**config.mk**
```make
export PLATFORM = sky130hd
export DESIGN_NAME = multicycle_ctrl
export DESIGN_NICKNAME = d
export VERILOG_FILES = /design/src/rtl/multicycle_ctrl.sv
export SDC_FILE = /design/constraint.sdc
export NUM_CORES = 1
export LEC_CHECK = 0
export CORE_ASPECT_RATIO = 0.7
export CORE_UTILIZATION = 40
export DETAILED_ROUTE_END_ITERATION = 8
export GPL_TIMING_DRIVEN = 0
export HOLD_SLACK_MARGIN = 0.15
export PLACE_DENSITY = 0.8
export REMOVE_ABC_BUFFERS = 1
export SKIP_CTS_REPAIR_TIMING = 1
export SYNTH_ARGS = -nofsm -noshare
export SYNTH_HDL_FRONTEND = slang
export SYNTH_SLANG_ARGS = --single-unit
```
**constraint.sdc**
```tcl
create_clock -name clk -period 3.05 [get_ports clk]
set_input_delay 0.61 -clock clk [delete_from_list [all_inputs] [get_ports clk]]
set_output_delay 0.61 -clock clk [all_outputs]
set_load 0.02 [all_outputs]
```
**src/rtl/multicycle_ctrl.sv**
```systemverilog
// Multicycle RV32I control FSM: sequences FETCH/DECODE/EXEC/MEM/WB over a shared
// datapath, with a memory req/ack handshake guarded by a wait-state timeout.
module multicycle_ctrl #(
  parameter int TIMEOUT = 16,
  parameter int CNT_W   = 5
) (
  input  logic       clk,
  input  logic       rst,
  input  logic [6:0] opCode,
  input  logic [2:0] funct3,
  input  logic [6:0] funct7,
  input  logic       BrTaken,
  input  logic       MemAck,
  output logic       MemReq,
  output logic       DmWr,
  output logic [2:0] DMCtrl,
  output logic       IRWr,
  output logic       PCWr,
  output logic       PCSrc,
  output logic       RUWr,
  output logic       ALUAsrc,
  output logic       ALUBsrc,
  output logic [3:0] ALUOp,
  output logic [2:0] ImmSrc,
  output logic [4:0] BrOp,
  output logic [1:0] RUDataWrSrc,
  output logic [2:0] State,
  output logic       Err
);
  typedef enum logic [2:0] {
    FETCH = 3'd0, DECODE = 3'd1, EXEC = 3'd2, MEM = 3'd3, WB = 3'd4, ERR = 3'd7
  } state_t;

  localparam logic [6:0] OP_R = 7'b0110011, OP_I = 7'b0010011, OP_LD = 7'b0000011,
                         OP_ST = 7'b0100011, OP_BR = 7'b1100011, OP_JAL = 7'b1101111,
                         OP_JALR = 7'b1100111, OP_LUI = 7'b0110111, OP_AUIPC = 7'b0010111;

  state_t           state, nxt;
  logic [CNT_W-1:0] cnt;
  logic             err_q;
  logic             tmo;

  logic is_r, is_i, is_ld, is_st, is_br, is_jal, is_jalr, is_lui, is_auipc, legal;
  logic asrc_d, bsrc_d;
  logic unused_f7;

  assign unused_f7 = ^{funct7[6], funct7[4:0]};

  assign is_r     = (opCode == OP_R);
  assign is_i     = (opCode == OP_I);
  assign is_ld    = (opCode == OP_LD);
  assign is_st    = (opCode == OP_ST);
  assign is_br    = (opCode == OP_BR);
  assign is_jal   = (opCode == OP_JAL);
  assign is_jalr  = (opCode == OP_JALR);
  assign is_lui   = (opCode == OP_LUI);
  assign is_auipc = (opCode == OP_AUIPC);
  assign legal    = is_r | is_i | is_ld | is_st | is_br | is_jal | is_jalr | is_lui | is_auipc;

  // Every legal non-R op takes an immediate on B; OldPC feeds A for PC-relative ops.
  assign asrc_d = is_br | is_jal | is_lui | is_auipc;
  assign bsrc_d = ~is_r;
  assign tmo    = (cnt == CNT_W'(TIMEOUT - 1));

  always_ff @(posedge clk) begin
    if (rst) begin
      state <= FETCH;
      cnt   <= '0;
      err_q <= 1'b0;
    end else begin
      state <= nxt;
      if (nxt != state || MemAck) cnt <= '0;
      else if (MemReq)            cnt <= cnt + 1'b1;
      if (nxt == ERR) err_q <= 1'b1;
    end
  end

  always_comb begin
    nxt         = state;
    MemReq      = 1'b0;
    DmWr        = 1'b0;
    DMCtrl      = 3'b000;
    IRWr        = 1'b0;
    PCWr        = 1'b0;
    PCSrc       = 1'b0;
    RUWr        = 1'b0;
    ALUAsrc     = 1'b0;
    ALUBsrc     = 1'b0;
    ALUOp       = 4'b0000;
    ImmSrc      = 3'd0;
    BrOp        = 5'b00000;
    RUDataWrSrc = 2'd0;
    State       = 3'd0;
    Err         = 1'b0;
    if (!rst) begin
      State = state;
      Err   = err_q;
      if (state != ERR) begin
        if (is_r)        ALUOp = {funct7[5], funct3};
        else if (is_i)   ALUOp = {(funct3 == 3'b101) & funct7[5], funct3};
        else if (is_lui) ALUOp = 4'b1111;
        if (is_st)                   ImmSrc = 3'd1;
        else if (is_lui | is_auipc)  ImmSrc = 3'd2;
        else if (is_br)              ImmSrc = 3'd5;
        else if (is_jal)             ImmSrc = 3'd6;
      end
      // The ALU is combinational, so operand selects are held until writeback.
      if (state == EXEC || state == MEM || state == WB) begin
        ALUAsrc = asrc_d;
        ALUBsrc = bsrc_d;
      end
      unique case (state)
        FETCH: begin
          MemReq = 1'b1;
          DMCtrl = 3'b010;
          if (MemAck) begin
            IRWr = 1'b1;
            PCWr = 1'b1;
            nxt  = DECODE;
          end else if (tmo) nxt = ERR;
        end
        DECODE: nxt = legal ? EXEC : ERR;
        EXEC: begin
          if (is_br) begin
            BrOp  = {2'b01, funct3};
            PCWr  = BrTaken;
            PCSrc = 1'b1;
            nxt   = FETCH;
          end else if (is_jal | is_jalr) begin
            BrOp  = 5'b10000;
            PCWr  = 1'b1;
            PCSrc = 1'b1;
            nxt   = WB;
          end else if (is_ld | is_st) nxt = MEM;
          else                         nxt = WB;
        end
        MEM: begin
          MemReq = 1'b1;
          DmWr   = is_st;
          DMCtrl = funct3;
          if (MemAck)   nxt = is_st ? FETCH : WB;
          else if (tmo) nxt = ERR;
        end
        WB: begin
          RUWr = 1'b1;
          if (is_ld)                 RUDataWrSrc = 2'd1;
          else if (is_jal | is_jalr) RUDataWrSrc = 2'd2;
          nxt = FETCH;
        end
        ERR:     nxt = ERR;
        default: nxt = ERR;
      endcase
    end
  end
endmodule
```
* Word-level counts from Yosys, hierarchy flattened
Index checks and enable logic that the tools add are counted.
Widths: inputs -> output; s select.
** Operators by class
- Add/subtract/negate cells :: 1
- Equality and inequality tests :: 18
- Multiplexer cells :: 53
- Bitwise logic cells :: 16
- Reduce and logical (&&, ||, !) cells :: 6
** Operator list (count)
- $mux 3 :: 17
- $eq 7x6->1 const B :: 3
- $eq 7x7->1 const B :: 3
- $mux 1 :: 20
- $mux 4 :: 5
- $mux 5 :: 4
- $pmux 3 s5 :: 1
- $eq 7x5->1 const B :: 2
- $or 1x1->1 :: 14
- $eq 3x3->1 const B :: 3
- $mux 2 :: 4
- $eq 7x2->1 const B :: 1
- $eq 3x2->1 const B :: 2
- $pmux 3 s2 :: 1
- $add 5x1->5 const B :: 1
- $eq 5x4->1 const B :: 1
- $reduce_or 2->1 :: 2
- $eq 3x1->1 const B :: 1
- $logic_not 3->1 :: 1
- $logic_or 1x1->1 :: 3
- $ne 3x3->1 :: 1
- $ne 3x3->1 const B :: 1
- $pmux 1 s2 :: 1
- $and 1x1->1 :: 1
- $not 1->1 :: 1
** Storage, ports and cells
- Flip-flop bits (word level) :: 9
- Input port bits :: 21

* Logic depth before layout (Yosys ltp)
Gate-level depths: netlist of run 1.
- Depth in word-level cells :: 15
- Gate-level depth with buffers :: 8
- Depth with buffers taken out :: 8

* Worst setup path after synthesis of run 1
OpenSTA, ideal clock, no wires.
- Path kind :: input-to-output
- Start point :: input opCode[2]
- End point :: output ALUOp[3]
- Data arrival time :: 2.047 ns
- Required time :: 2.440 ns
- Setup slack :: 0.393 ns
- Cell stages on the path :: 6
- Buffers on the path :: 2
- Path through :: and3b_1 -> clkbuf_1 -> and3_1 -> clkbuf_1 -> o21ai_0 -> a221oi_1
** Between the ends
- Word-level cells in the longest chain between the ends :: 6
** RTL lines
- from (decl) :: line 9 : input logic [6:0] opCode,
- $eq 7x6->1 :: line 56 : assign is_lui = (opCode == OP_LUI);
- $mux 4 :: line 101 : else if (is_lui) ALUOp = 4'b1111;
- $mux 4 :: line 100 : else if (is_i) ALUOp = {(funct3 == 3'b101) & funct7[5], funct3};
- $mux 4 * :: line 99 : if (is_r) ALUOp = {funct7[5], funct3};
- $mux 4 * :: line 98 : if (state != ERR) begin
- $mux 4 * :: line 95 : if (!rst) begin
- to (decl) :: line 23 : output logic [3:0] ALUOp,
Mark *: on every way between the ends. The rest lies on a longest branch, timed or not.

* Worst setup path in the final report of run 1
- Start point :: input opCode[4]
- End point :: output ImmSrc[1]
** Between the ends
- Word-level cells in the longest chain between the ends :: 7
** RTL lines
- $eq 7x7->1 :: line 54 : assign is_jal = (opCode == OP_JAL);
- $mux 3 :: line 105 : else if (is_jal) ImmSrc = 3'd6;
- $mux 3 :: line 104 : else if (is_br) ImmSrc = 3'd5;
- $mux 3 :: line 103 : else if (is_lui | is_auipc) ImmSrc = 3'd2;
- $mux 3 * :: line 102 : if (is_st) ImmSrc = 3'd1;
- $mux 3 * :: line 98
- $mux 3 * :: line 95
- to (decl) :: line 24 : output logic [2:0] ImmSrc,
Marked as above.

==> results.sh, run 1 <==
export IMPL_outcome="finished, final reports clean"
export IMPL_syn2layout_area_growth_pct=51.87
export IMPL_internal_power_uw=240.6
export IMPL_maxSlewHeadroom_pct=69.90
export IMPL_switchingPower_uw=141.9
export IMPL_synthCells=145
export IMPL_synth_adder_area_share_pct=2.494
export IMPL_fmax_mhz=334.6
export IMPL_coreArea_um2=2260
export IMPL_max_cap_violations=0
export IMPL_synth_edff_count=0
export IMPL_netSwitchingFraction_pct=37.10
export IMPL_die_h_um=43.91
export IMPL_p_leak_nw=0.8376
export IMPL_ir_drop_uv=251.5
export IMPL_synth_top_family_by_area="simple AND/OR/NAND/NOR gates"
export IMPL_p_per_area_nw_per_um2=251.0
export IMPL_period_minus_slack_ns=2.988
export IMPL_cts_sinks=9
export IMPL_end_kind="output port"
export IMPL_wire_per_inst_um=13.74
export IMPL_yosys_warnings=0
export IMPL_yosysUniqueCellTypes=47
export IMPL_fin_nets=208
export IMPL_synth_ff_type="dfxtp_1"
export IMPL_drtIter0Drc=64
export IMPL_critical_path_required_ns=2.44
export IMPL_clkSlewWorstSetupHoldPaths_ns=0.06
export IMPL_antennaDiodeCount=0
export IMPL_io_buffer_count=43
export IMPL_drive_gt1_share_pct=10.87
export IMPL_finalCritPeriodShare_pct=97.98
export IMPL_syn_mean_instance_area_um2=6.920
export IMPL_ant_nets=0
export IMPL_place_ws_ns=-0.4065
export IMPL_wirelength_um=2968
export IMPL_initial_core_util_pct=44.41
export IMPL_fin_ws_ns=0.06150
export IMPL_grt_remaining_overflow=0
export IMPL_synthMuxAreaShare_pct=1.995
export IMPL_async_reset_ff_share_pct=0
export IMPL_vias_per_cell=5.676
export IMPL_track_usage_pct=22.44
export IMPL_htreeDepth=1
export IMPL_dieWidth_um=61.87
export IMPL_grt_pass1_vias=972
export IMPL_slew_viol_final=0
export IMPL_grt_max_degree=21
export IMPL_tns_ns=0
export IMPL_rsz0062_at_grt="yes"
export IMPL_cts_buffers=3
export IMPL_placed_cell_area_um2=1418
export IMPL_clkLatencyLatePin_ns=0.26
export IMPL_worstSetupPathType="in2out"
export IMPL_final_fill_count=194
export IMPL_min_path_type="reg2reg"
export IMPL_vias=1226
export IMPL_crit_fanout=7
export IMPL_cts_root_buf="clkbuf_4"
export IMPL_ys_seq_area_share_pct=17.96
export IMPL_rows=14
export IMPL_synth_compound_area_share_pct=27.06
export IMPL_synthSimpleGateAreaFrac_pct=38.78
export IMPL_synth_seq_cells=9
export IMPL_die_area_um2=2716
export IMPL_synth_area_um2=1003
export IMPL_synth_xor_area_share_pct=3.491
export IMPL_skew_ns=0.005696
export IMPL_firstDrtPassIters=4
export IMPL_tightest_slew_ns=0.4507
export IMPL_cts_tree="done"
export IMPL_setup_violations=0
export IMPL_drc_errors=0
export IMPL_grt_pass1_wl_um=4595
export IMPL_clockBufferDepth=2
export IMPL_start_kind="input port"
export IMPL_pwr_share_seq_pct=36.8
export IMPL_pin_count=50
export IMPL_comb_power_share_pct=39.0
export IMPL_final_hold_viol_count=0
export IMPL_clock_power_share_pct=24.2
export IMPL_dp_hpwl_um=2303
export IMPL_fin_area_um2=1524
export IMPL_antenna_found_initial=0
export IMPL_place_congestion=0.9023
export IMPL_cp_arrival_ns=2.38
synthesized netlist by cell type (all sizes together) (3+ instances only):
library cell	n	area, um2
o21ai	3	15.01
buf	5	37.53
nand3	7	35.03
or2	3	18.77
clkbuf	5	18.77
a21oi	13	72.57
nand2	16	60.06
nor2b	5	31.28
nor3	9	45.04
dfxtp	9	180.2
nor2	13	48.80
a31oi	3	18.77
and2	6	37.54
nor3b	3	27.52
inv	7	26.27
xor2	3	26.28
layout make-up:
type	count	area, um2	share of cell area, %
Sequential cell	9	181.4	11.90
Inverter	7	26.28	1.724
Clock buffer	3	22.52	1.478
Clock inverter	1	5.005	0.3284
Timing Repair Buffer	45	495.5	32.51
Tap cell	32	40.04	2.627
Multi-Input combinational cell	119	753.2	49.43
metrics by stage:
step	hold slack, ns	std cells	total power, mW	util, %
final	0.5282	216	0.3825	67.44
after global routing	0.5685	216	0.4058	67.44
after CTS	0.5328	214	0.3811	63.95
after detailed placement	0.5243	210	0.2887	62.74
after global placement	0.5186	210	0.2853	62.74
after floorplan	0.5036	135	0.2196	-
worst max-delay path: stages:
cell and delay, ns:
clkdlybuf4s50_1 0.59, nor3b_2 0.31, a31oi_1 0.07, nor3_1 0.17
clkdlybuf4s50_1 0.63
power by group through the flow:
| stage | Combinational [mW] | Sequential (mW) | Clock (mW) |
|---|---|---|---|
| 2_1_floorplan | 0.0815 | 0.138 | 0 |
| 3_3_place_gp | 0.143 | 0.142 | 0 |
| 3_5_place_dp | 0.146 | 0.143 | 0 |
| 4_1_cts | 0.147 | 0.140 | 0.0943 |
| 5_1_grt | 0.162 | 0.143 | 0.100 |
| 6_report | 0.149 | 0.141 | 0.0926 |
state kept, by name (all words and copies together) (netlist names):
name,cells
cnt,5
err_q,1
state,3
path summary, 6_finish.rpt:
path              startpoint         to  slack [ns]  cells past startpoint
hold / removal        cnt[4]     cnt[4]        0.53                      2
hold reg to reg       cnt[4]     cnt[4]        0.53                      2
setup / recovery   opCode[4]  ImmSrc[1]        0.06                      5
setup reg to reg      cnt[0]     cnt[4]        0.89                      8
cells by family after synthesis:
group,after synthesis
simple gates,74
compound gates,37
buf+inv,17
flops,9
xor+xnor,4
mux,2
fa+ha+maj,2
cells in the final DEF (no fill, tap or decap), drive strengths merged, types with 5 or more instances in the layout:
cell	netlist	routed
clkdlybuf4s50	0	23
a21oi	13	13
nor3	9	9
inv	7	7
nand2	16	16
dlymetal6s2s	0	20
dfxtp	9	9
and2	6	6
nor2b	5	5
nand3	7	7
nor2	13	13
routing by layer:
layer  wire length, um  vias to the layer above  track usage, %  part of all wire (%)
met2              1296                       52           32.04                    44
met4                16                        0           1.333                  0.54
met5                 0                        -               0                     0
li1                  -                      607               -                     -
met1              1474                      565           35.55                    50
met3               181                        2           4.776                   6.1
Power figures use the tool's default switching activity.
==> run 2, diff against run 1 <==
- MAX_ROUTING_LAYER: default -> met4
==> results.sh, run 2 (synthesis results as in run 1) <==
export IMPL_outcome="finished, final reports clean"
export IMPL_p_leak_nw=0.8376
export IMPL_switchingPower_uw=142.7
export IMPL_largest_register_ffs=5
export IMPL_htreeDepth=1
export IMPL_netSwitchingFraction_pct=37.23
export IMPL_die_area_um2=2716
export IMPL_crit_fanout=7
export IMPL_grt_pass1_wl_um=4588
export IMPL_r2r_end="cnt[4]"
export IMPL_dp_hpwl_um=2303
export IMPL_track_usage_pct=23.14
export IMPL_maxSlewHeadroom_pct=70.17
export IMPL_hold_path_depth=2
export IMPL_final_hold_viol_count=0
export IMPL_ant_nets=0
export IMPL_drc_errors=0
export IMPL_comb_power_share_pct=38.8
export IMPL_finalPower_uw=383.4
export IMPL_drtIter0Drc=67
export IMPL_cts_buffers=3
export IMPL_max_cap_violations=0
export IMPL_cts_tree="done"
export IMPL_clockBufferDepth=2
export IMPL_clkSlewWorstSetupHoldPaths_ns=0.06
export IMPL_slew_viol_final=0
export IMPL_syn2layout_area_growth_pct=51.87
export IMPL_rows=14
export IMPL_wirelength_um=2946
export IMPL_antenna_found_initial=0
export IMPL_fin_nets=208
export IMPL_min_path_type="reg2reg"
export IMPL_holdPathEnd="cnt[4]"
export IMPL_reg_top3="cnt x5, state x3, err_q x1"
export IMPL_place_congestion=0.9177
export IMPL_cp_arrival_ns=2.38
export IMPL_setup_violations=0
export IMPL_end_kind="output port"
export IMPL_holdWs_ns=0.5293
export IMPL_grt_max_degree=21
export IMPL_period_minus_slack_ns=2.986
export IMPL_drive_gt1_share_pct=10.87
export IMPL_skew_ns=0.005711
export IMPL_grt_remaining_overflow=0
export IMPL_grt_pass1_vias=967
export IMPL_final_fill_count=194
export IMPL_cts_root_buf="clkbuf_4"
export IMPL_top_register="cnt"
export IMPL_pin_count=50
export IMPL_vias_per_cell=5.644
export IMPL_post_route_util_pct=67.44
export IMPL_rsz0062_at_grt="yes"
export IMPL_die_h_um=43.91
export IMPL_placed_cell_area_um2=1418
export IMPL_fin_area_um2=1524
export IMPL_tightest_slew_ns=0.4468
export IMPL_clock_power_share_pct=24.4
export IMPL_internal_power_uw=240.6
export IMPL_io_buffer_count=43
export IMPL_worstHoldStart="cnt[4]"
export IMPL_finalCritPeriodShare_pct=97.89
export IMPL_pwr_share_seq_pct=36.7
export IMPL_r2r_start="cnt[0]"
export IMPL_initial_core_util_pct=44.41
export IMPL_vias=1219
export IMPL_dieWidth_um=61.87
export IMPL_rrSetupSlack_ns=0.90
export IMPL_antennaDiodeCount=0
export IMPL_p_per_area_nw_per_um2=251.6
export IMPL_coreArea_um2=2260
export IMPL_final_cell_mix="clkdlybuf4s50_1 (23), dlymetal6s2s_1 (20), nand2_1 (16)"
export IMPL_firstDrtPassIters=4
export IMPL_worstSetupPathType="in2out"
export IMPL_cts_sinks=9
export IMPL_start_kind="input port"
export IMPL_reg2regPathDepth=8
export IMPL_wire_per_inst_um=13.64
export IMPL_clkLatencyLatePin_ns=0.26
export IMPL_final_common_cell="clkdlybuf4s50_1"
export IMPL_fmax_mhz=335.0
export IMPL_critical_path_required_ns=2.44
export IMPL_ir_drop_uv=251.0
[run 2: power by group through the flow]
| stage | Clock, mW | Sequential (mW) | Combinational, mW |
|---|---|---|---|
| after global routing | 0.100 | 0.143 | 0.162 |
| after global placement | 0 | 0.142 | 0.143 |
| after detailed placement | 0 | 0.143 | 0.146 |
| final | 0.0937 | 0.141 | 0.149 |
| after CTS | 0.0943 | 0.140 | 0.147 |
| after floorplan | 0 | 0.138 | 0.0815 |
[run 2: worst max path at each step]
stage,startpoint,end,slack [ns]
after global placement,opCode[2],ALUOp[3],-0.35
after CTS,opCode[2],ALUOp[3],-0.40
after detailed placement,opCode[2],ALUOp[3],-0.41
after global routing,opCode[4],ImmSrc[1],-0.02
after floorplan,opCode[2],ALUOp[3],0.58
final,opCode[4],ImmSrc[1],0.06
[run 2: worst max-delay path: stages]
cell	delay (ns)
clkdlybuf4s50_1	0.59
nor3b_2	0.31
a31oi_1	0.07
nor3_1	0.17
clkdlybuf4s50_1	0.63
[run 2: routing by layer]
layer	up-vias	wire length [um]	share of wire (%)	global-route usage (%)
met2	52	1297	44	32.04
met4	0	16	0.54	1.333
li1	607	-	-	-
met5	-	0	0	-
met3	2	167	5.7	4.478
met1	558	1465	50	35.73
[run 2: through the flow]
stage / setup slack, ns / std cells / setup TNS, ns
after global placement: -0.3495 / 210 / -3.483
final: 0.06448 / 216 / 0
after floorplan: 0.5773 / 135 / 0
after global routing: -0.01762 / 216 / -0.01762
after CTS: -0.4001 / 214 / -4.171
after detailed placement: -0.4065 / 210 / -4.179
[run 2: cell type report]
cell class | instances | area (um2) | area share (%)
timing repair buffer | 45 | 495.5 | 32.51
clock inverter | 1 | 5.005 | 0.3284
sequential | 9 | 181.4 | 11.90
inverter | 7 | 26.28 | 1.724
tap | 32 | 40.04 | 2.627
clock buffer | 3 | 22.52 | 1.478
multi-input combinational | 119 | 753.2 | 49.43
==> run 3, diff against run 2 <==
- CAP_MARGIN: default -> 20
- CORE_UTILIZATION: 40 -> 43
- GPL_ROUTABILITY_DRIVEN: default -> 0
- PLACE_DENSITY: 0.8 -> 0.85
==> results.sh, run 3 (synthesis results as in run 1) <==
export IMPL_firstDrtPassIters=4
export IMPL_top_register="cnt"
export IMPL_fin_nets=207
export IMPL_vias_per_cell=5.823
export IMPL_crit_fanout=7
export IMPL_seq_area_um2=181.4
export IMPL_dp_hpwl_um=2366
export IMPL_ant_nets=0
export IMPL_htreeDepth=1
export IMPL_cts_tree="done"
export IMPL_dieWidth_um=59.74
export IMPL_pin_count=50
export IMPL_max_cap_violations=0
export IMPL_outcome="finished with violations"
export IMPL_clockBufferDepth=2
export IMPL_critPathMostFrequentCell="clkdlybuf4s50_1"
export IMPL_initial_core_util_pct=46.20
export IMPL_cts_root_buf="clkbuf_4"
export IMPL_setup_violations=1
export IMPL_start_kind="input port"
export IMPL_largest_register_ffs=5
export IMPL_p_leak_nw=0.8156
export IMPL_clkSlewWorstSetupHoldPaths_ns=0.06
export IMPL_multi_input_area_um2=758.2
export IMPL_p_per_area_nw_per_um2=250.0
export IMPL_ir_drop_uv=233.9
export IMPL_maxSlewHeadroom_pct=67.19
export IMPL_end_kind="output port"
export IMPL_cts_sinks=9
export IMPL_clkLatencyLatePin_ns=0.25
export IMPL_rows=14
export IMPL_drc_errors=0
export IMPL_grt_remaining_overflow=0
export IMPL_io_buffer_count=43
export IMPL_post_route_util_pct=69.64
export IMPL_slew_viol_final=0
export IMPL_worstSetupPathType="in2out"
export IMPL_fmax_mhz=325.2
export IMPL_min_path_type="reg2reg"
export IMPL_reg_top3="cnt x5, state x3, err_q x1"
export IMPL_wire_per_inst_um=14.69
export IMPL_cts_buffers=3
export IMPL_antenna_found_initial=0
export IMPL_final_common_cell="clkdlybuf4s50_1"
export IMPL_cpPeakStageDelay_ns=0.63
export IMPL_drive_gt1_share_pct=10.93
export IMPL_skew_ns=0.0005141
export IMPL_drtIter0Drc=60
export IMPL_grt_pass1_vias=992
export IMPL_violations="negative setup slack"
export IMPL_grt_max_degree=21
export IMPL_vias=1252
export IMPL_track_usage_pct=24.21
export IMPL_final_fill_count=202
export IMPL_critical_path_required_ns=2.44
export IMPL_place_ws_ns=-0.4276
export IMPL_cp_arrival_ns=2.47
export IMPL_coreArea_um2=2172
export IMPL_rsz0062_at_grt="yes"
export IMPL_fin_ws_ns=-0.02510
export IMPL_finalCritPeriodShare_pct=100.8
export IMPL_die_h_um=42.42
export IMPL_slowest_stage="clkdlybuf4s50_1"
export IMPL_syn2layout_area_growth_pct=50.75
export IMPL_crit_chain="clkdlybuf4s50_1 -> nor3b_2 -> a31oi_1 -> nor3_1 -> clkdlybuf4s50_1"
export IMPL_wirelength_um=3158
export IMPL_grt_pass1_wl_um=4678
export IMPL_final_cell_mix="clkdlybuf4s50_1 (23), dlymetal6s2s_1 (19), nand2_1 (16)"
export IMPL_period_minus_slack_ns=3.075
export IMPL_tightest_slew_ns=0.4914
export IMPL_die_area_um2=2534
export IMPL_antennaDiodeCount=0
export IMPL_final_hold_viol_count=0
==> run 3: stage by stage <==
stage          hold WS [ns]  std cells   TNS, ns  power [mW]  area, um2
2_1_floorplan        0.5036        135         0      0.2196      947.2
5_1_grt              0.5662        215   -0.1694      0.4042       1513
3_5_place_dp         0.5349        210    -4.607      0.2883       1418
6_report             0.5394        215  -0.02510      0.3782       1513
3_3_place_gp         0.5171        210    -3.417      0.2847       1418
4_1_cts              0.5430        214    -4.615      0.3776       1444
==> run 3: critical path, delay by kind of cell <==
| family | cells | cell delay, ns |
|---|---|---|
| buf+inv | 2 | 1.24 |
| simple gates | 2 | 0.51 |
| compound gates | 1 | 0.11 |
==> run 3: path summary, 6_finish.rpt <==
kind               endpoint       from  slack, ns  depth (start not counted)
setup / recovery  ImmSrc[1]  opCode[4]      -0.03                          5
hold / removal       cnt[4]     cnt[4]       0.54                          2
setup reg to reg     cnt[4]     cnt[0]       0.90                          8
hold reg to reg      cnt[4]     cnt[4]       0.54                          2
==> run 3: layout make-up <==
cell class | instances | area share (%)
Multi-Input combinational cell | 119 | 50.12
Timing Repair Buffer | 44 | 31.76
Sequential cell | 9 | 11.99
Tap cell | 32 | 2.647
Clock buffer | 4 | 1.737
Inverter | 7 | 1.737
==> run 3: metal layers <==
layer | up-vias | wire [um] | track usage (%)
met1 | 578 | 1446 | 37.94
li1 | 607 | - | -
met2 | 65 | 1421 | 34.00
met5 | - | 0 | -
met4 | 0 | 14 | 0
met3 | 2 | 274 | 4.012
==> run 3: report_power, final <==
| group | switching (mW) | total [mW] | internal [mW] | leakage (nW) |
|---|---|---|---|---|
| Clock | 0.0371 | 0.0872 | 0.0501 | 0.0150 |
| Sequential | 0.0164 | 0.141 | 0.125 | 0.0740 |
| Combinational | 0.0826 | 0.150 | 0.0674 | 0.727 |
